<file path="config.mk">
export PLATFORM = sky130hd
export DESIGN_NAME = multicycle_control
export DESIGN_NICKNAME = d
export VERILOG_FILES = /design/src/rtl/riscv_mc_pkg.sv /design/src/rtl/multicycle_control_alu_decoder.sv /design/src/rtl/multicycle_control.sv
export SDC_FILE = /design/constraint.sdc
export NUM_CORES = 1
export LEC_CHECK = 0
export BUFFER_PORTS_ARGS = -buffer_cell sky130_fd_sc_hd__buf_4
export CORE_MARGIN = 2
export CORE_UTILIZATION = 45
export DETAILED_ROUTE_END_ITERATION = 7
export GPL_TIMING_DRIVEN = 0
export HOLD_SLACK_MARGIN = 0.1
export MAX_ROUTING_LAYER = met4
export PLACE_DENSITY = 0.78
export SLEW_MARGIN = 10
export SYNTH_ARGS = -nofsm -noshare
export SYNTH_HDL_FRONTEND = slang
export SYNTH_SLANG_ARGS = --single-unit
</file>
<file path="constraint.sdc">
create_clock -name clk -period 1.7 [get_ports clk]
set_input_delay 0.085 -clock clk [delete_from_list [all_inputs] [get_ports clk]]
set_output_delay 0.085 -clock clk [all_outputs]
set_load 0.02 [all_outputs]
</file>
<file path="src/rtl/riscv_mc_pkg.sv">
// Shared encodings for the multi-cycle RV32I sequencing controller.
// TRAP state exists only when MC_ILLEGAL_TRAP_EN is defined.
package riscv_mc_pkg;

  typedef enum logic [3:0] {
    S_FETCH,
    S_DECODE,
    S_MEMADR,
    S_MEMREAD,
    S_MEMWB,
    S_MEMWRITE,
    S_EXECR,
    S_EXECI,
    S_ALUWB,
    S_BEQ,
    S_JAL
`ifdef MC_ILLEGAL_TRAP_EN
    ,S_TRAP
`endif
  } state_t;

  typedef enum logic [1:0] {
    ALUOP_ADD,
    ALUOP_SUB,
    ALUOP_FUNCT
  } aluop_t;

  localparam logic [6:0] OP_LOAD   = 7'b0000011;
  localparam logic [6:0] OP_STORE  = 7'b0100011;
  localparam logic [6:0] OP_RTYPE  = 7'b0110011;
  localparam logic [6:0] OP_ITYPE  = 7'b0010011;
  localparam logic [6:0] OP_BRANCH = 7'b1100011;
  localparam logic [6:0] OP_JAL    = 7'b1101111;

  localparam logic [2:0] ALU_ADD = 3'b000;
  localparam logic [2:0] ALU_SUB = 3'b001;
  localparam logic [2:0] ALU_AND = 3'b010;
  localparam logic [2:0] ALU_OR  = 3'b011;
  localparam logic [2:0] ALU_SLT = 3'b101;

  localparam logic [1:0] IMM_I = 2'b00;
  localparam logic [1:0] IMM_S = 2'b01;
  localparam logic [1:0] IMM_B = 2'b10;
  localparam logic [1:0] IMM_J = 2'b11;

  localparam logic [1:0] SRCA_PC    = 2'b00;
  localparam logic [1:0] SRCA_OLDPC = 2'b01;
  localparam logic [1:0] SRCA_RS1   = 2'b10;

  localparam logic [1:0] SRCB_RS2  = 2'b00;
  localparam logic [1:0] SRCB_IMM  = 2'b01;
  localparam logic [1:0] SRCB_FOUR = 2'b10;

  localparam logic [1:0] RES_ALUOUT = 2'b00;
  localparam logic [1:0] RES_MEM    = 2'b01;
  localparam logic [1:0] RES_ALU    = 2'b10;

  function automatic logic [1:0] imm_sel(input logic [6:0] op);
    logic [1:0] s;
    s = IMM_I;
    unique case (1'b1)
      op == OP_STORE:  s = IMM_S;
      op == OP_BRANCH: s = IMM_B;
      op == OP_JAL:    s = IMM_J;
      default:         s = IMM_I;
    endcase
    return s;
  endfunction

endpackage

</file>
<file path="src/rtl/multicycle_control_alu_decoder.sv">
// ALU operation decode from the sequencer's aluop and the funct fields.
// op5 distinguishes R-type sub from I-type addi.
module alu_decoder
  import riscv_mc_pkg::*;
(
  input  aluop_t     aluop,
  input  logic [2:0] funct3,
  input  logic       op5,
  input  logic       funct7b5,
  output logic [2:0] aluctrl
);

  always_comb begin
    aluctrl = ALU_ADD;
    unique case (aluop)
      ALUOP_SUB: aluctrl = ALU_SUB;
      ALUOP_FUNCT: begin
        unique case (funct3)
          3'b000:  aluctrl = (op5 & funct7b5) ? ALU_SUB : ALU_ADD;
          3'b010:  aluctrl = ALU_SLT;
          3'b110:  aluctrl = ALU_OR;
          3'b111:  aluctrl = ALU_AND;
          default: aluctrl = ALU_ADD;
        endcase
      end
      default: aluctrl = ALU_ADD;
    endcase
  end

endmodule

</file>
<file path="src/rtl/multicycle_control.sv">
// Moore sequencer for the multi-cycle RV32I datapath with memory wait states.
// MC_ILLEGAL_TRAP_EN: unsupported opcodes lock into TRAP instead of acting as NOP.
module multicycle_control
  import riscv_mc_pkg::*;
(
  input  logic       clk,
  input  logic       rst_n,
  input  logic [6:0] op,
  input  logic [2:0] funct3,
  input  logic       funct7b5,
  input  logic       zero,
  input  logic       mem_ready,
  output logic       mem_req,
  output logic       memwrite,
  output logic       irwrite,
  output logic       pcwrite,
  output logic       adrsrc,
  output logic       regwrite,
  output logic [1:0] alusrca,
  output logic [1:0] alusrcb,
  output logic [1:0] resultsrc,
  output logic [1:0] immsrc,
  output logic [2:0] aluctrl,
  output logic       illegal_instr
);

  state_t state;
  state_t state_n;
  aluop_t aluop;

  always_ff @(posedge clk) begin
    if (!rst_n) state <= S_FETCH;
    else        state <= state_n;
  end

  always_comb begin
    state_n = state;
    unique case (state)
      S_FETCH:  if (mem_ready) state_n = S_DECODE;
      S_DECODE: begin
        unique case (1'b1)
          (op == OP_LOAD) || (op == OP_STORE):
                           state_n = S_MEMADR;
          op == OP_RTYPE:  state_n = S_EXECR;
          op == OP_ITYPE:  state_n = S_EXECI;
          op == OP_BRANCH: state_n = S_BEQ;
          op == OP_JAL:    state_n = S_JAL;
`ifdef MC_ILLEGAL_TRAP_EN
          default:         state_n = S_TRAP;
`else
          default:         state_n = S_FETCH;
`endif
        endcase
      end
      S_MEMADR:   state_n = (op == OP_STORE) ? S_MEMWRITE : S_MEMREAD;
      S_MEMREAD:  if (mem_ready) state_n = S_MEMWB;
      S_MEMWB:    state_n = S_FETCH;
      S_MEMWRITE: if (mem_ready) state_n = S_FETCH;
      S_EXECR:    state_n = S_ALUWB;
      S_EXECI:    state_n = S_ALUWB;
      S_ALUWB:    state_n = S_FETCH;
      S_BEQ:      state_n = S_FETCH;
      S_JAL:      state_n = S_ALUWB;
`ifdef MC_ILLEGAL_TRAP_EN
      S_TRAP:     state_n = S_TRAP;
`endif
      default:    state_n = S_FETCH;
    endcase
  end

  always_comb begin
    mem_req   = 1'b0;
    memwrite  = 1'b0;
    irwrite   = 1'b0;
    pcwrite   = 1'b0;
    adrsrc    = 1'b0;
    regwrite  = 1'b0;
    alusrca   = SRCA_PC;
    alusrcb   = SRCB_RS2;
    resultsrc = RES_ALUOUT;
    aluop     = ALUOP_ADD;
    unique case (state)
      S_FETCH: begin
        mem_req   = 1'b1;
        alusrcb   = SRCB_FOUR;
        resultsrc = RES_ALU;
        irwrite   = mem_ready;
        pcwrite   = mem_ready;
      end
      S_DECODE: begin
        alusrca = SRCA_OLDPC;
        alusrcb = SRCB_IMM;
      end
      S_MEMADR: begin
        alusrca = SRCA_RS1;
        alusrcb = SRCB_IMM;
      end
      S_MEMREAD: begin
        mem_req = 1'b1;
        adrsrc  = 1'b1;
      end
      S_MEMWB: begin
        resultsrc = RES_MEM;
        regwrite  = 1'b1;
      end
      S_MEMWRITE: begin
        mem_req  = 1'b1;
        adrsrc   = 1'b1;
        memwrite = 1'b1;
      end
      S_EXECR: begin
        alusrca = SRCA_RS1;
        aluop   = ALUOP_FUNCT;
      end
      S_EXECI: begin
        alusrca = SRCA_RS1;
        alusrcb = SRCB_IMM;
        aluop   = ALUOP_FUNCT;
      end
      S_ALUWB: regwrite = 1'b1;
      S_BEQ: begin
        alusrca = SRCA_RS1;
        aluop   = ALUOP_SUB;
        pcwrite = zero;
      end
      S_JAL: begin
        alusrca = SRCA_OLDPC;
        alusrcb = SRCB_FOUR;
        pcwrite = 1'b1;
      end
      default: ;
    endcase
    // Reset abandons any access in flight and parks muxes on fetch
    if (!rst_n) begin
      mem_req   = 1'b0;
      memwrite  = 1'b0;
      irwrite   = 1'b0;
      pcwrite   = 1'b0;
      regwrite  = 1'b0;
      adrsrc    = 1'b0;
      alusrca   = SRCA_PC;
      alusrcb   = SRCB_FOUR;
      resultsrc = RES_ALU;
      aluop     = ALUOP_ADD;
    end
  end

  assign immsrc = imm_sel(op);

`ifdef MC_ILLEGAL_TRAP_EN
  assign illegal_instr = (state == S_TRAP);
`else
  assign illegal_instr = 1'b0;
`endif

  alu_decoder u_alu_decoder (
    .aluop    (aluop),
    .funct3   (funct3),
    .op5      (op[5]),
    .funct7b5 (funct7b5),
    .aluctrl  (aluctrl)
  );

endmodule

</file>
## After elaboration in Yosys (flattened, before gate mapping)

Cells that the tools add are included.

- Eq/ne operators: 24
- Multiplexer cells: 30
- Bitwise logic cells: 1
- Reduce and logical (&&, ||, !) cells: 13

Operator list:

| cell | number |
|---|---|
| $pmux 4 s6 | 1 |
| $pmux 4 s5 | 1 |
| $eq 4x3->1 const B | 4 |
| $pmux 2 s2 | 4 |
| $eq 7x6->1 const B | 2 |
| $eq 7x7->1 const B | 2 |
| $eq 4x4->1 const B | 3 |
| $mux 1 | 12 |
| $mux 4 | 3 |
| $pmux 3 s4 | 1 |
| $reduce_or 2->1 | 5 |
| $reduce_or 3->1 | 3 |
| $eq 4x2->1 const B | 2 |
| $mux 2 | 4 |
| $eq 7x2->1 const B | 1 |
| $eq 7x5->1 const B | 1 |
| $eq 3x3->1 const B | 2 |
| $ne 2x2->1 const B | 3 |
| $pmux 2 s3 | 1 |
| $pmux 3 s2 | 1 |
| $eq 4x1->1 const B | 1 |
| $logic_not 4->1 | 1 |
| $reduce_or 4->1 | 1 |
| $eq 3x2->1 const B | 1 |
| 8 further kinds | 8 |

- Flip-flop bits (word level): 4
- Input bits: 15
- Logic and storage cells: 69

## Longest topological paths before layout

- Depth after elaboration: 6
- Depth in mapped cells: 7

## Hierarchy

From an unflattened synthesis, not the netlist that was laid out.

- Cells, all modules: 97
- Area total of the unflattened synthesis: 726.9 sq um

Modules (own cells, without submodules):

| module | instances | cells each | area each (sq um) | sequential area each (sq um) |
|---|---|---|---|---|
| multicycle_control | 1 | 86 | 630.6 | 80.1 |
| alu_decoder | 1 | 11 | 96.3 | 0.0 |

## Worst setup path before layout

No wires, ideal clock.

- Path kind: flip-flop to output port
- Start point: reg state[3]
- End point: out aluctrl[2]
- Arrival: 1.871 ns
- Setup slack: -0.256 ns
- Stages on the path, launching flop included: 6
- Buffers on the path: 2
- Path through: dfxtp_1 -> buf_2 -> clkbuf_1 -> nand3_1 -> ha_1 -> nor4_1

- Cells in the longest elaborated chain, start to end: 6
- Elaborated cells between the ends (all ways): 9
- Classes of those cells: eq/ne: 5; mux: 3; reduce/logical: 1

Ends and longest elaborated chain:

| item | RTL line | source |
|---|---|---|
| start, declared | multicycle_control.sv:27 | `state_t state;` |
| start signal, assigned | multicycle_control.sv:33 | `else state <= state_n;` |
| $eq 4x3->1 | multicycle_control.sv:82 | `unique case (state)` |
| $reduce_or 2->1 (no line) | n/a |  |
| $pmux 2 s2 * | multicycle_control.sv:82 |  |
| $mux 2 * | multicycle_control.sv:134 | `if (!rst_n) begin` |
| $eq 2x2->1 / $eq 2x1->1 (equally long branches) | multicycle_control_alu_decoder.sv:15 | `unique case (aluop)` |
| $pmux 3 s2 * | multicycle_control_alu_decoder.sv:15 |  |
| end, declared | multicycle_control.sv:23 | `output logic [2:0] aluctrl,` |

Every way passes the cells marked *; elsewhere a longest branch is shown, timed or not.

## Worst setup path after layout

- Start point: reg state[0]
- End point: out aluctrl[2]

The elaborated chain is that of the path after synthesis.

==> impl.org <==
** Drt
- Vias after detailed routing :: 900
- Mean routed wirelength per cell :: 14.0 um
- Met1 Wirelength :: 899 um
- Metal3 WL :: 87 um
- Initial DRT Pass Iterations :: 4
- Metal2 WL :: 1190 um
- Topmost layer with routed signal wires :: met3
- Detailed-route vias per instance :: 5.81
- For this run, design rule violations remaining after detail routing come to 0.
- The final layout contains routed wiring with a total length of 2180 um.
- The detailed router finished its first iteration with 23 violations.
- DRT antenna net count :: 0

** Synth
- Synthesis inferred 4 register bits.
- In the synthesized netlist the async set-or-reset flop fraction comes to 0%.
- Number of enable flip-flop cells after synthesis :: 0
- Primary flip-flop cell chosen by synthesis mapping :: dfxtp_1
- Summing the sequential cell areas from Yosys gives 11.2% of the chip area.
- Synthesized instance count :: 103
- Dividing the synthesized area by the synthesized cell count gives 6.92 sq um.
- Distinct cell type count after synthesis :: 43
- During synthesis, Yosys emitted a total of 0 warnings.
- Number of nets in the synthesized netlist :: 120
- Netlist area before placement :: 713 sq um

** Final layout
- Once layout is complete, the utilization of the core stands at 73.3%.
- Storage element area :: 83.8 sq um
- The final layout contains 158 nets.
- Biggest registers after layout :: state (4)
- The repair_antennas step left the layout with diodes totalling 0.
- Summing all multi-input logic gate instances after layout gives 622 sq um.
- Number of flip-flops under the largest register name :: 4
- Area overhead of the layout relative to synthesis :: 53.0%
- The layout has 130 filler cells.
- Of the cells placed in the final design, the portion with a size suffix greater than 1 is 41.7%.
- Register with the most flip-flops :: state

** STA
- The number of max-slew violations in the final report came to 0.
- After routing, the total negative slack on setup checks comes to 0 ns.
- Post-route clock period utilization :: 99.7%
- Static timing analysis puts the maximum clock frequency at 590 MHz.
- The final hold violation count is 0.
- Setup violation total in the final timing report :: 0
- Setup repair after global routing could not meet its margin everywhere.
- Shortest clock period the worst path allows after layout :: 1.70 ns
- Worst Clk Skew :: 0.00110 ns
- On the final layout, the worst hold slack is 0.200 ns.

** CTS
- TritonCTS built the clock tree.
- CTS Buffer Depth :: 2
- Library cell used as clock root buffer :: clkbuf_4
- For the worst-skew pair, the clock arrives at the later sink with an insertion delay of 0.23 ns.
- Clock-pin slew was measured on the worst setup and hold paths at 0.04 ns.
- CTS saw 4 sinks.
- Buffers inserted to repair hold after CTS numbered 0.
- Clock buffer count from CTS :: 3
- In this run the number of H-tree levels came out at 1.

** Worst setup path
- The critical path is of the flip-flop to output pin type.
- The worst setup path is launched from a flip-flop.
- For flop-to-flop paths, the worst setup slack is 0.34 ns.
- Largest delay contributor family on the critical path :: simple AND/OR/NAND/NOR gates
- Data required time of the critical path :: 1.62 ns
- Worst path max stage delay :: 0.38 ns
- Walking the worst path, the cells encountered are nor2b_4 > nand3_2 > ha_4 > nor4_4 > buf_4.
- STA classifies the critical path endpoint as an output pin.
- Bufs and invs on worst path :: 1
- On the critical path, the stage with the largest delay is an instance of dfxtp_1.
- Endpoint arrival time on the critical path :: 1.61 ns
- In this run the worst path has a maximum fanout of 4.

** Die
- Standard-cell row count :: 14
- For this configuration, the core starts out at a cell density of 47.9%.
- Std-Cell Core Area :: 1490 sq um
- Measured along the y axis, the die boundary spans 43.8 um.
- Die area :: 1920 sq um
- In this run the count of I/O pins placed on the die edge is 33.
- The die is 43.8 um wide.

** Power and ir drop
- VDD sags by at most 0.000258 V.
- Cell internal power was estimated by the tool at 235 uW.
- In this run, the combinational gates consume 39.0% of the power.
- Power share of the sequential group :: 28.1%
- Switching Power :: 109 uW
- Static leakage :: 0.528 nW
- Portion of total power attributed to the clock network :: 32.9%
- Total power for the finished layout comes to 344 uW.
- Power density over cell area :: 315 nW/um^2
- In this run switching power makes up 31.7% of total power.

** Placed design
- Port-buffer cells :: 29
- GP Congestion :: 0.882
- Summed over all nets, the half-perimeter wirelength after detailed placement is 1560 um.

** Global routing
- Largest net degree at the start of global routing :: 11
- Gr usage total :: 25.2%
- The initial antenna violation count is 0.
- The first global-routing pass estimated 3530 um of wire.
- Vias in the first global route :: 790
- Overflow after GRT :: 0

** Flow run
- Max-cap violations in this run came to 0.

** Outcome
- Status :: completed

** Hold path
- The tightest min-delay check is of the primary input to flip-flop type.
metrics by stage:
| step | cells | instance area [sq um] | setup slack (ns) |
|---|---|---|---|
| global placement | 148 | 966 | -0.121 |
| CTS | 155 | 1080 | 0.00342 |
| global route | 155 | 1090 | -0.0526 |
| finish | 155 | 1090 | 0.00438 |
| floorplan | 103 | 728 | 0.0329 |
| detailed placement | 148 | 966 | -0.150 |
layout by cell type (no fill, tap or decap), types with 2 or more instances in the layout:
cell type  Yosys  routed
o21ai_1        2       2
nand3_2        0       2
inv_1          4       3
nand2_1        6       6
nor2b_2        0       2
nand3b_1       4       4
o31ai_1        2       2
clkbuf_4       0       3
buf_2          5       2
and2_1         2       2
a21oi_1        7       7
nand3_1        4       2
nor2b_1        5       2
dfxtp_1        4       3
o21ai_0        4       4
nor2_1        12      12
buf_6          1       2
xor2_1         2       2
nand2b_1       4       4
nor3_1         2       2
and3_1         4       4
buf_4          1      35
xnor2_1        2       2
a21o_1         2       2
metal layers:
layer | track usage [%] | vias to the layer above
met3 | 2.92 | 0
met4 | 9.09 | 0
li1 | - | 441
met1 | 30.0 | 438
met2 | 43.2 | 21
met5 | - | -
path summary, 6_finish.rpt:
check / from / end / cells past startpoint
worst max-delay path: state[0]$_SDFFE_PN0P_ / aluctrl[2] / 5
worst min-delay path: rst_n / state[3]$_SDFFE_PN0P_ / 2
worst max register to register: state[2]$_SDFFE_PN0P_ / state[3]$_SDFFE_PN0P_ / 6
worst min register to register: state[0]$_SDFFE_PN0P_ / state[1]$_SDFFE_PN0P_ / 3
area by class of cell:
type | instances | share of cell area (%)
Inverter | 4 | 1.38
Tap cell | 16 | 1.83
Sequential cell | 4 | 7.68
Timing Repair Buffer | 33 | 22.7
Buffer | 9 | 7.34
Multi-Input combinational cell | 86 | 57.0
Clock buffer | 3 | 2.06
synth_stat cells (all sizes together) (3+ instances only):
| master | number | area (sq um) |
|---|---|---|
| nor2 | 12 | 45.0 |
| a21oi | 7 | 35.0 |
| buf | 7 | 43.8 |
| nand2 | 6 | 22.5 |
| o21ai | 6 | 30.0 |
| nor2b | 5 | 31.3 |
| and3 | 4 | 25.0 |
| dfxtp | 4 | 80.1 |
| inv | 4 | 15.0 |
| nand2b | 4 | 25.0 |
| nand3 | 4 | 20.0 |
| nand3b | 4 | 30.0 |
| nor3 | 3 | 20.0 |
| o31ai | 3 | 27.5 |
power by group through the flow:
stage	Clock, mW	Combinational (mW)	Sequential, mW
after floorplan	0	0.0705	0.0983
after global placement	0	0.124	0.0987
after detailed placement	0	0.127	0.0988
after CTS	0.123	0.132	0.0961
after global routing	0.122	0.145	0.0966
final	0.113	0.134	0.0965
cells by family (layout without fill, tap and decap cells):
logic type | after synthesis | after routing | synth area share, %
AND/OR/NAND/NOR | 51 | 51 | 43.5
buffers and inverters | 13 | 49 | 9.30
XOR/XNOR | 4 | 4 | 4.91
adder cells (fa/ha/maj) | 2 | 2 | 3.51
AO/OA/AOI/OAI | 27 | 27 | 25.6
multiplexers | 1 | 1 | 1.40
flip-flops | 4 | 4 | 11.2
other | 1 | 1 | 0.526
repair_timing:
action / CTS / global route
setup buffers: 4 / 0
resized for setup: 18 / 2
pin swaps: 2 / 0
endpoints found under the setup margin: 3 / 2
No activity file was read; power rests on OpenSTA's default activity.
